--- config.mk ---
export PLATFORM = sky130hd
export DESIGN_NAME = uart_rx_flat
export DESIGN_NICKNAME = d
export VERILOG_FILES = /design/src/rtl/uart_pkg.sv /design/src/rtl/uart_rx_if.sv /design/src/rtl/sync_2ff.sv /design/src/rtl/uart_rx.sv /design/src/flat_wrapper.sv
export SDC_FILE = /design/constraint.sdc
export NUM_CORES = 1
export LEC_CHECK = 0
export ABC_CLOCK_PERIOD_IN_PS = 2900
export BUFFER_PORTS_ARGS = -buffer_cell sky130_fd_sc_hd__buf_2
export CAP_MARGIN = 0
export CORE_UTILIZATION = 50
export DETAILED_ROUTE_END_ITERATION = 10
export PLACE_DENSITY = 0.73
export SLEW_MARGIN = 20
export SYNTH_ARGS = -nofsm -noshare
export SYNTH_HDL_FRONTEND = slang
export SYNTH_SLANG_ARGS = --single-unit
--- constraint.sdc ---
create_clock -name clk -period 2.9 [get_ports clk]
set_input_delay 0.87 -clock clk [delete_from_list [all_inputs] [get_ports clk]]
set_output_delay 0.87 -clock clk [all_outputs]
set_load 0.005 [all_outputs]
--- src/rtl/uart_pkg.sv ---
// Shared types and constants for the UART receive path.
package uart_pkg;

  typedef enum logic [2:0] {
    IDLE,
    START,
    DATA,
    STOP,
    BRK
  } rx_state_t;

  localparam int OVERSAMPLE = 16;
  localparam int START_MID  = 7;

endpackage

--- src/rtl/uart_rx_if.sv ---
// Output side of the UART receiver: one-entry word buffer behind valid/ready.
interface uart_rx_if #(
  parameter int DBIT = 8
);
  logic [DBIT-1:0] dout;
  logic            frame_err;
  logic            rx_valid;
  logic            rx_ready;
  logic            overrun;

  modport master (
    output dout,
    output frame_err,
    output rx_valid,
    output overrun,
    input  rx_ready
  );

  modport slave (
    input  dout,
    input  frame_err,
    input  rx_valid,
    input  overrun,
    output rx_ready
  );
endinterface

--- src/rtl/sync_2ff.sv ---
// Generic two-flop synchroniser for asynchronous inputs, with selectable reset value.
module sync_2ff #(
  parameter int               WIDTH   = 1,
  parameter logic [WIDTH-1:0] RST_VAL = '0
) (
  input  logic             clk,
  input  logic             reset,
  input  logic [WIDTH-1:0] d,
  output logic [WIDTH-1:0] q
);

  logic [WIDTH-1:0] meta;

  // NOTE: non-blocking assignments keep the two stages as distinct flops.
  always_ff @(posedge clk or negedge reset) begin
    if (!reset) begin
      meta <= RST_VAL;
      q    <= RST_VAL;
    end else begin
      meta <= d;
      q    <= meta;
    end
  end

endmodule

--- src/rtl/uart_rx.sv ---
// UART receiver: 16x-oversampled deserialiser with a one-entry output buffer.
module uart_rx
  import uart_pkg::*;
#(
  parameter int DBIT    = 8,
  parameter int SB_TICK = 16
) (
  input  logic     clk,
  input  logic     reset,
  input  logic     rx,
  input  logic     s_tick,
  uart_rx_if.master bus
);

  localparam int SCW = ($clog2(SB_TICK) > 4) ? $clog2(SB_TICK) : 4;
  localparam int NW  = $clog2(DBIT);

  localparam logic [SCW-1:0] MID_CNT  = SCW'(START_MID);
  localparam logic [SCW-1:0] BIT_END  = SCW'(OVERSAMPLE - 1);
  localparam logic [SCW-1:0] STOP_END = SCW'(SB_TICK - 1);
  localparam logic [NW-1:0]  LAST_BIT = NW'(DBIT - 1);

  logic            rx_s;
  rx_state_t       state_q, state_d;
  logic [SCW-1:0]  s_cnt_q, s_cnt_d;
  logic [NW-1:0]   n_q, n_d;
  logic [DBIT-1:0] shreg_q, shreg_d;
  logic [DBIT-1:0] dout_q, dout_d;
  logic            ferr_q, ferr_d;
  logic            valid_q, valid_d;
  logic            ovr_q, ovr_d;
  logic            frame_done;

  sync_2ff #(
    .WIDTH   (1),
    .RST_VAL (1'b1)
  ) u_sync (
    .clk   (clk),
    .reset (reset),
    .d     (rx),
    .q     (rx_s)
  );

  always_ff @(posedge clk or negedge reset) begin
    if (!reset) begin
      state_q <= IDLE;
      s_cnt_q <= '0;
      n_q     <= '0;
      shreg_q <= '0;
      dout_q  <= '0;
      ferr_q  <= 1'b0;
      valid_q <= 1'b0;
      ovr_q   <= 1'b0;
    end else begin
      state_q <= state_d;
      s_cnt_q <= s_cnt_d;
      n_q     <= n_d;
      shreg_q <= shreg_d;
      dout_q  <= dout_d;
      ferr_q  <= ferr_d;
      valid_q <= valid_d;
      ovr_q   <= ovr_d;
    end
  end

  always_comb begin
    // NOTE: every output of this block gets a default first so no latch is inferred.
    state_d    = state_q;
    s_cnt_d    = s_cnt_q;
    n_d        = n_q;
    shreg_d    = shreg_q;
    frame_done = 1'b0;

    unique case (state_q)
      IDLE: begin
        if (!rx_s) begin
          state_d = START;
          s_cnt_d = '0;
        end
      end
      START: begin
        if (s_tick) begin
          if (s_cnt_q == MID_CNT) begin
            // A start bit that is high again at its midpoint was only a glitch.
            state_d = rx_s ? IDLE : DATA;
            s_cnt_d = '0;
            n_d     = '0;
          end else begin
            s_cnt_d = s_cnt_q + 1'b1;
          end
        end
      end
      DATA: begin
        if (s_tick) begin
          if (s_cnt_q == BIT_END) begin
            shreg_d = {rx_s, shreg_q[DBIT-1:1]};
            s_cnt_d = '0;
            if (n_q == LAST_BIT) state_d = STOP;
            else                 n_d     = n_q + 1'b1;
          end else begin
            s_cnt_d = s_cnt_q + 1'b1;
          end
        end
      end
      STOP: begin
        if (s_tick) begin
          if (s_cnt_q == STOP_END) begin
            frame_done = 1'b1;
            s_cnt_d    = '0;
            state_d    = rx_s ? IDLE : BRK;
          end else begin
            s_cnt_d = s_cnt_q + 1'b1;
          end
        end
      end
      BRK: begin
        if (rx_s) state_d = IDLE;
      end
      default: state_d = IDLE;
    endcase
  end

  // A frame may replace the buffered word only if it is empty or being consumed now.
  always_comb begin
    dout_d  = dout_q;
    ferr_d  = ferr_q;
    valid_d = valid_q;
    ovr_d   = 1'b0;

    if (valid_q && bus.rx_ready) valid_d = 1'b0;

    if (frame_done) begin
      if (!valid_q || bus.rx_ready) begin
        dout_d  = shreg_q;
        ferr_d  = ~rx_s;
        valid_d = 1'b1;
      end else begin
        ovr_d = 1'b1;
      end
    end
  end

  assign bus.dout      = dout_q;
  assign bus.frame_err = ferr_q;
  assign bus.rx_valid  = valid_q;
  assign bus.overrun   = ovr_q;

endmodule

--- src/flat_wrapper.sv ---
// flat-port wrapper written by rule: the top's interface ports become plain ports
module uart_rx_flat import uart_pkg::*;
#(
  parameter int DBIT    = 8,
  parameter int SB_TICK = 16
)
  (clk, reset, rx, s_tick, bus_dout, bus_frame_err, bus_rx_valid, bus_overrun, bus_rx_ready);
  uart_rx_if #(.DBIT(DBIT)) bus_i ();
  input  logic clk;
  input  logic reset;
  input  logic rx;
  input  logic s_tick;
  output wire logic [$bits(bus_i.dout)-1:0] bus_dout;
  output wire logic [$bits(bus_i.frame_err)-1:0] bus_frame_err;
  output wire logic [$bits(bus_i.rx_valid)-1:0] bus_rx_valid;
  output wire logic [$bits(bus_i.overrun)-1:0] bus_overrun;
  input wire logic [$bits(bus_i.rx_ready)-1:0] bus_rx_ready;
  assign bus_dout = bus_i.dout;
  assign bus_frame_err = bus_i.frame_err;
  assign bus_rx_valid = bus_i.rx_valid;
  assign bus_overrun = bus_i.overrun;
  assign bus_i.rx_ready = bus_rx_ready;
  uart_rx #(.DBIT(DBIT), .SB_TICK(SB_TICK)) u_core (.clk(clk), .reset(reset), .rx(rx), .s_tick(s_tick), .bus(bus_i));
endmodule
# Word level (Yosys, flattened, before mapping)
# Cells that the tools add are included.
# Widths: inputs -> output; s select.
[word_totals]
reg_bits = 31
latchBits = 0
ram_bits = 0
romBits = 0
in_bits = 5
out_inout_bits = 11
wordCells = 75
n_memories = 0
[op_classes]
addsub = 2
n_mul = 0
n_div = 0
magnitude_cmp = 0
eq_ne = 18
n_shift = 0
mux = 32
bitwise_logic = 1
reduce_logical = 12
[ops]
columns = ["cell", "count"]
rows = [
  ["$mux 3", 15],
  ["$mux 4", 5],
  ["$pmux 3 s5", 1],
  ["$ne 2x2->1 const B", 6],
  ["$pmux 4 s3", 1],
  ["$ne 2x1->1 const B", 5],
  ["$reduce_and 9->1", 1],
  ["$mux 1", 8],
  ["$eq 3x2->1 const B", 2],
  ["$eq 3x3->1 const B", 2],
  ["$pmux 3 s2", 1],
  ["$reduce_and 6->1", 1],
  ["$add 4x1->4 const B", 1],
  ["$eq 4x3->1 const B", 1],
  ["$eq 4x4->1 const B", 1],
  ["$reduce_and 4->1", 1],
  ["$add 3x1->3 const B", 1],
  ["$eq 3x1->1 const B", 1],
  ["$logic_not 3->1", 1],
  ["$reduce_and 3->1", 1],
  ["$reduce_bool 3->1", 1],
  ["$mux 2", 1],
  ["$reduce_and 2->1", 1],
  ["$reduce_bool 2->1", 1],
  ["5 further kinds", 5],
]

# Longest topological paths before layout
[depth]
ltp_word = 5
depth_mapped = 6
ltp_nobuf = 6

# Cells and area by module
# From an unflattened synthesis, not the netlist that was laid out.
[unflattened]
hier_cells = 114
hier_area_um2 = 1431.4
[modules_own_cells]
columns = ["module", "n_inst", "cells_per_inst", "area_per_inst_um2", "seq_area_each_um2"]
rows = [
  ["uart_rx", 1, 112, 1378.8, 725.7],
  ["sync_2ff", 1, 2, 52.6, 52.6],
]

# Worst setup path before layout
# No wires, ideal clock.
[synth_path]
kind = "input port to flip-flop"
from = "input s_tick"
to = "register u_core.dout_q[1] (netlist: u_core.bus.dout[1])"
setup_ps = 125
arrival_ps = 1867
required_time_ps = 2775
setup_slack_ps = 908
path_stages = 5
n_path_buf = 1
path_cell_list = "nand2_1 or3_4 nor2b_2 buf_6 mux2_2"
[synth_between]
elab_chain_len = 3
[synth_rtl]
columns = ["item", "line", "rtl"]
rows = [
  ["from (decl)", "flat_wrapper.sv:12", "input logic s_tick;"],
  ["$mux 1", "uart_rx.sv:106", "if (s_tick) begin"],
  ["$mux 1", "uart_rx.sv:74", "unique case (state_q)"],
  ["$reduce_and 2->1 (no line)", "--", ""],
  ["to (signal assigned)", "uart_rx.sv:59", "dout_q <= dout_d;"],
  ["to (decl)", "uart_rx.sv:28", "logic [DBIT-1:0] dout_q, dout_d;"],
]
# No other way between the ends.
# A chain may end at the register's enable or synchronous reset.

# Worst setup path in the final report
[layout_path]
from = "register u_core.s_cnt_q[0]"
to = "register u_core.dout_q[4] (netlist: u_core.bus.dout[4])"
[layout_between]
elab_chain_len = 5
[layout_rtl]
columns = ["item", "line", "rtl"]
rows = [
  ["from (decl)", "uart_rx.sv:25", "logic [SCW-1:0] s_cnt_q, s_cnt_d;"],
  ["from (signal assigned)", "uart_rx.sv:56", "s_cnt_q <= s_cnt_d;"],
  ["$eq 4x4->1", "uart_rx.sv:107", "if (s_cnt_q == STOP_END) begin"],
  ["$mux 1", "uart_rx.sv:107", ""],
  ["$mux 1", "uart_rx.sv:106", ""],
  ["$mux 1", "uart_rx.sv:74", ""],
  ["$reduce_and 2->1 (no line)", "--", ""],
]
# No other way between the ends.

==> summary.txt <==
Outcome
  • Status: finished clean

Timing
  • FMAX: 458 MHz
  • Final Hold Viols: 0
  • Skew final: 16.5 ps
  • Worst Max-Slew Pin Slew: 655 ps
  • Final Setup Violations: 0
  • Period utilization: 75.4%
  • Max-slew headroom: 56.1%
  • Post-layout min period: 2190 ps
  • Setup TNS: 0 ps
  • Max-slew violation count: 0
  • RSZ-0062 raised after global routing: false

Critical path
  • Critical Path AT: 2400 ps
  • Setup Crit Path Kind: reg -> reg
  • CP required: 3120 ps
  • Worst setup SP type: flip-flop
  • Reg2reg end: u_core.bus.dout[4]$_DFFE_PN0P_
  • R2R setup slack: 710 ps
  • Worst r2r src: u_core.s_cnt_q[0]$_DFFE_PN0P_
  • Crit. End Element: flip-flop
  • R2R depth: 5
  • CP Max Fanout: 9

Clocking
  • Root buffer cell: clkbuf_4
  • Clock Latency Late Sink: 340 ps
  • TritonCTS Sinks: 31
  • Worst-path clk slew: 110 ps
  • Num CTS Buffers: 5
  • Cts hold-fix bufs: 0
  • CTS resizes: 0
  • CTS tree: built
  • Max clock buf depth: 2
  • Depth of the CTS H-tree: 2
  • Post-CTS setup buffer count: 0

Global routing
  • Vias in the first global route: 890
  • GRT Util Overall: 19.6%
  • First-pass GRT wire length: 3.92 mm
  • Initial antenna violation count: 0
  • Overflow after GRT: 0
  • Largest net degree at the start of global routing: 32

Synth
  • Async SR Flop Fraction: 100%
  • Count of cell types in the netlist: 38
  • Syn nets: 122
  • Top-area cell type share of the netlist area: 51.5%
  • Synthesized area: 1410 um^2
  • Top-count cell post-synth: dfrtp_1
  • Predominant post-synthesis flop cell: dfrtp_1
  • Synthesis warning total: 0
  • Synth area leaders: dfrtp_1 52%, mux2_2 14%, dfstp_2 3.7%
  • Synthesis-stage register bit count: 31
  • Synthesized area per cell: 12.4 um^2
  • Most instantiated cells after synthesis: 29 x dfrtp_1, 17 x mux2_2, 7 x nand2_1, 7 x nor2_1, 4 x a21oi_1
  • Number of flops mapped to enable cells by yosys: 0
  • Synth area leader: dfrtp_1
  • Synthesized instance count: 114
  • Seq/Total Area, Yosys: 55.2%

Placed design
  • Number of port buffers: 15
  • Gpl congestion: 0.806
  • Post-DP HPWL: 1.66 mm

Route
  • 1st-pass router iterations: 6
  • Post-DRT Antenna Nets: 0
  • DRT Wirelength: 2.36 mm
  • Detailed Route Iter0 Violations: 9
  • Wirelength per Cell: 14.6 um
  • Via Count: 931
  • Vias per inst: 5.75
  • Post-route DRC: 0

Power
  • P_leak: 0.000785 uW
  • Pwr dens: 698 nW/um^2
  • Worst VDD drop: 0.000445 V

Worst hold path
  • Hold EP: u_core.u_sync.q$_DFF_PN1_
  • Hold Path Origin: u_core.u_sync.meta$_DFF_PN1_
  • HP Class: reg -> reg
  • Hold Crit Depth: 0

Cells and area
  • Antenna cells: 0
  • Final core area utilization: 60.1%
  • Share of layout cells above drive strength 1: 37.1%
  • Fin nets: 139
  • Layout area overhead: 9.59%
  • Reg area: 778 um^2
  • Fillers: 220
  • Area occupied by multi-input gates: 589 um^2

Flow run
  • Number of max-cap violations: 0

Floorplan
  • Die height: 55.1 um
  • Die X: 55.1 um
  • Row count: 18
  • IO Pins: 16
  • Initial core utilization: 54.9%
  • Placeable Area: 2570 um^2
  • Die Area: 3030 um^2
cell type report:
cell class              instances  share of cell area (%)
inverters                       3                   0.729
repair buffers                 15                    4.86
clock buffers                   5                    2.43
clock inverters                 3                   0.972
multi-input cells              75                    38.2
well taps                      30                    2.43
flip-flops and latches         31                    50.4
logic make-up (layout without fill, tap and decap cells):
group	after synthesis	in the layout	share of synthesized area, %
AND/OR/NAND/NOR	35	35	14.0
flip-flops	31	31	55.2
multiplexers	21	21	16.7
AO/OA/AOI/OAI	15	15	7.82
buffers and inverters	8	26	2.93
adder cells (fa/ha/maj)	3	3	2.66
XOR/XNOR	1	1	0.622
report_power, final:
part,total [uW],leakage (uW),internal [uW],switching (uW)
clock,239,0.0000347,90.0,149
sequential,595,0.000403,498,96.3
combinational,243,0.000347,124,119
stage by stage:
stage	cell area [um^2]	std cells	hold WS, ps	setup WS (ps)	total power (uW)
final	1540	162	365	714	1080
after global routing	1540	162	374	617	1160
after CTS	1540	162	369	722	1090
after detailed placement	1490	154	351	464	850
after global placement	1490	154	346	511	830
after floorplan	1410	114	345	908	779
registers in the layout, indices dropped and copies added, names as in the netlist:
name / cells
u_core.bus.dout: 8
u_core.shreg_q: 8
u_core.s_cnt_q: 4
u_core.n_q: 3
u_core.state_q: 3
u_core.bus.frame_err: 1
u_core.bus.overrun: 1
u_core.bus.rx_valid: 1
u_core.u_sync.meta: 1
u_core.u_sync.q: 1
placed cells by master, fill, tap and decap left out, types with 3 or more instances in the layout:
master,netlist,layout
clkinv_2,0,3
clkbuf_4,0,5
inv_1,3,3
nand3_1,3,3
mux2_2,17,17
ha_1,3,3
mux2_1,3,3
nor3_1,3,3
nor2_1,7,7
buf_2,3,15
dfrtp_1,29,29
a21oi_1,4,4
nand2_1,7,7
worst max-delay path, stage by stage, from the launching register on:
cell	delay, ps
dfrtp_1	420
ha_1	300
nand3_1	120
or3_4	420
nor2b_2	420
mux2_2	390
worst max-delay path by stage:
| stage | from | end | cells after the start |
|---|---|---|---|
| final | u_core.s_cnt_q[0]$_DFFE_PN0P_ | u_core.bus.dout[4]$_DFFE_PN0P_ | 5 |
| after detailed placement | s_tick | u_core.bus.dout[4]$_DFFE_PN0P_ | 5 |
| after CTS | u_core.s_cnt_q[0]$_DFFE_PN0P_ | u_core.bus.dout[4]$_DFFE_PN0P_ | 5 |
| after global routing | u_core.s_cnt_q[0]$_DFFE_PN0P_ | u_core.bus.dout[4]$_DFFE_PN0P_ | 5 |
| after global placement | s_tick | u_core.bus.dout[1]$_DFFE_PN0P_ | 5 |
| after floorplan | s_tick | u_core.bus.dout[1]$_DFFE_PN0P_ | 5 |
routing by layer:
layer / global-route usage (%) / vias up / routed length (um)
met3: 8.47 / 5 / 111
met5: 0 / - / 0
li1: - / 447 / -
met4: 10.0 / 0 / 39
met1: 22.2 / 462 / 1030
met2: 31.3 / 17 / 1180
No activity file was read; power rests on OpenSTA's default activity.
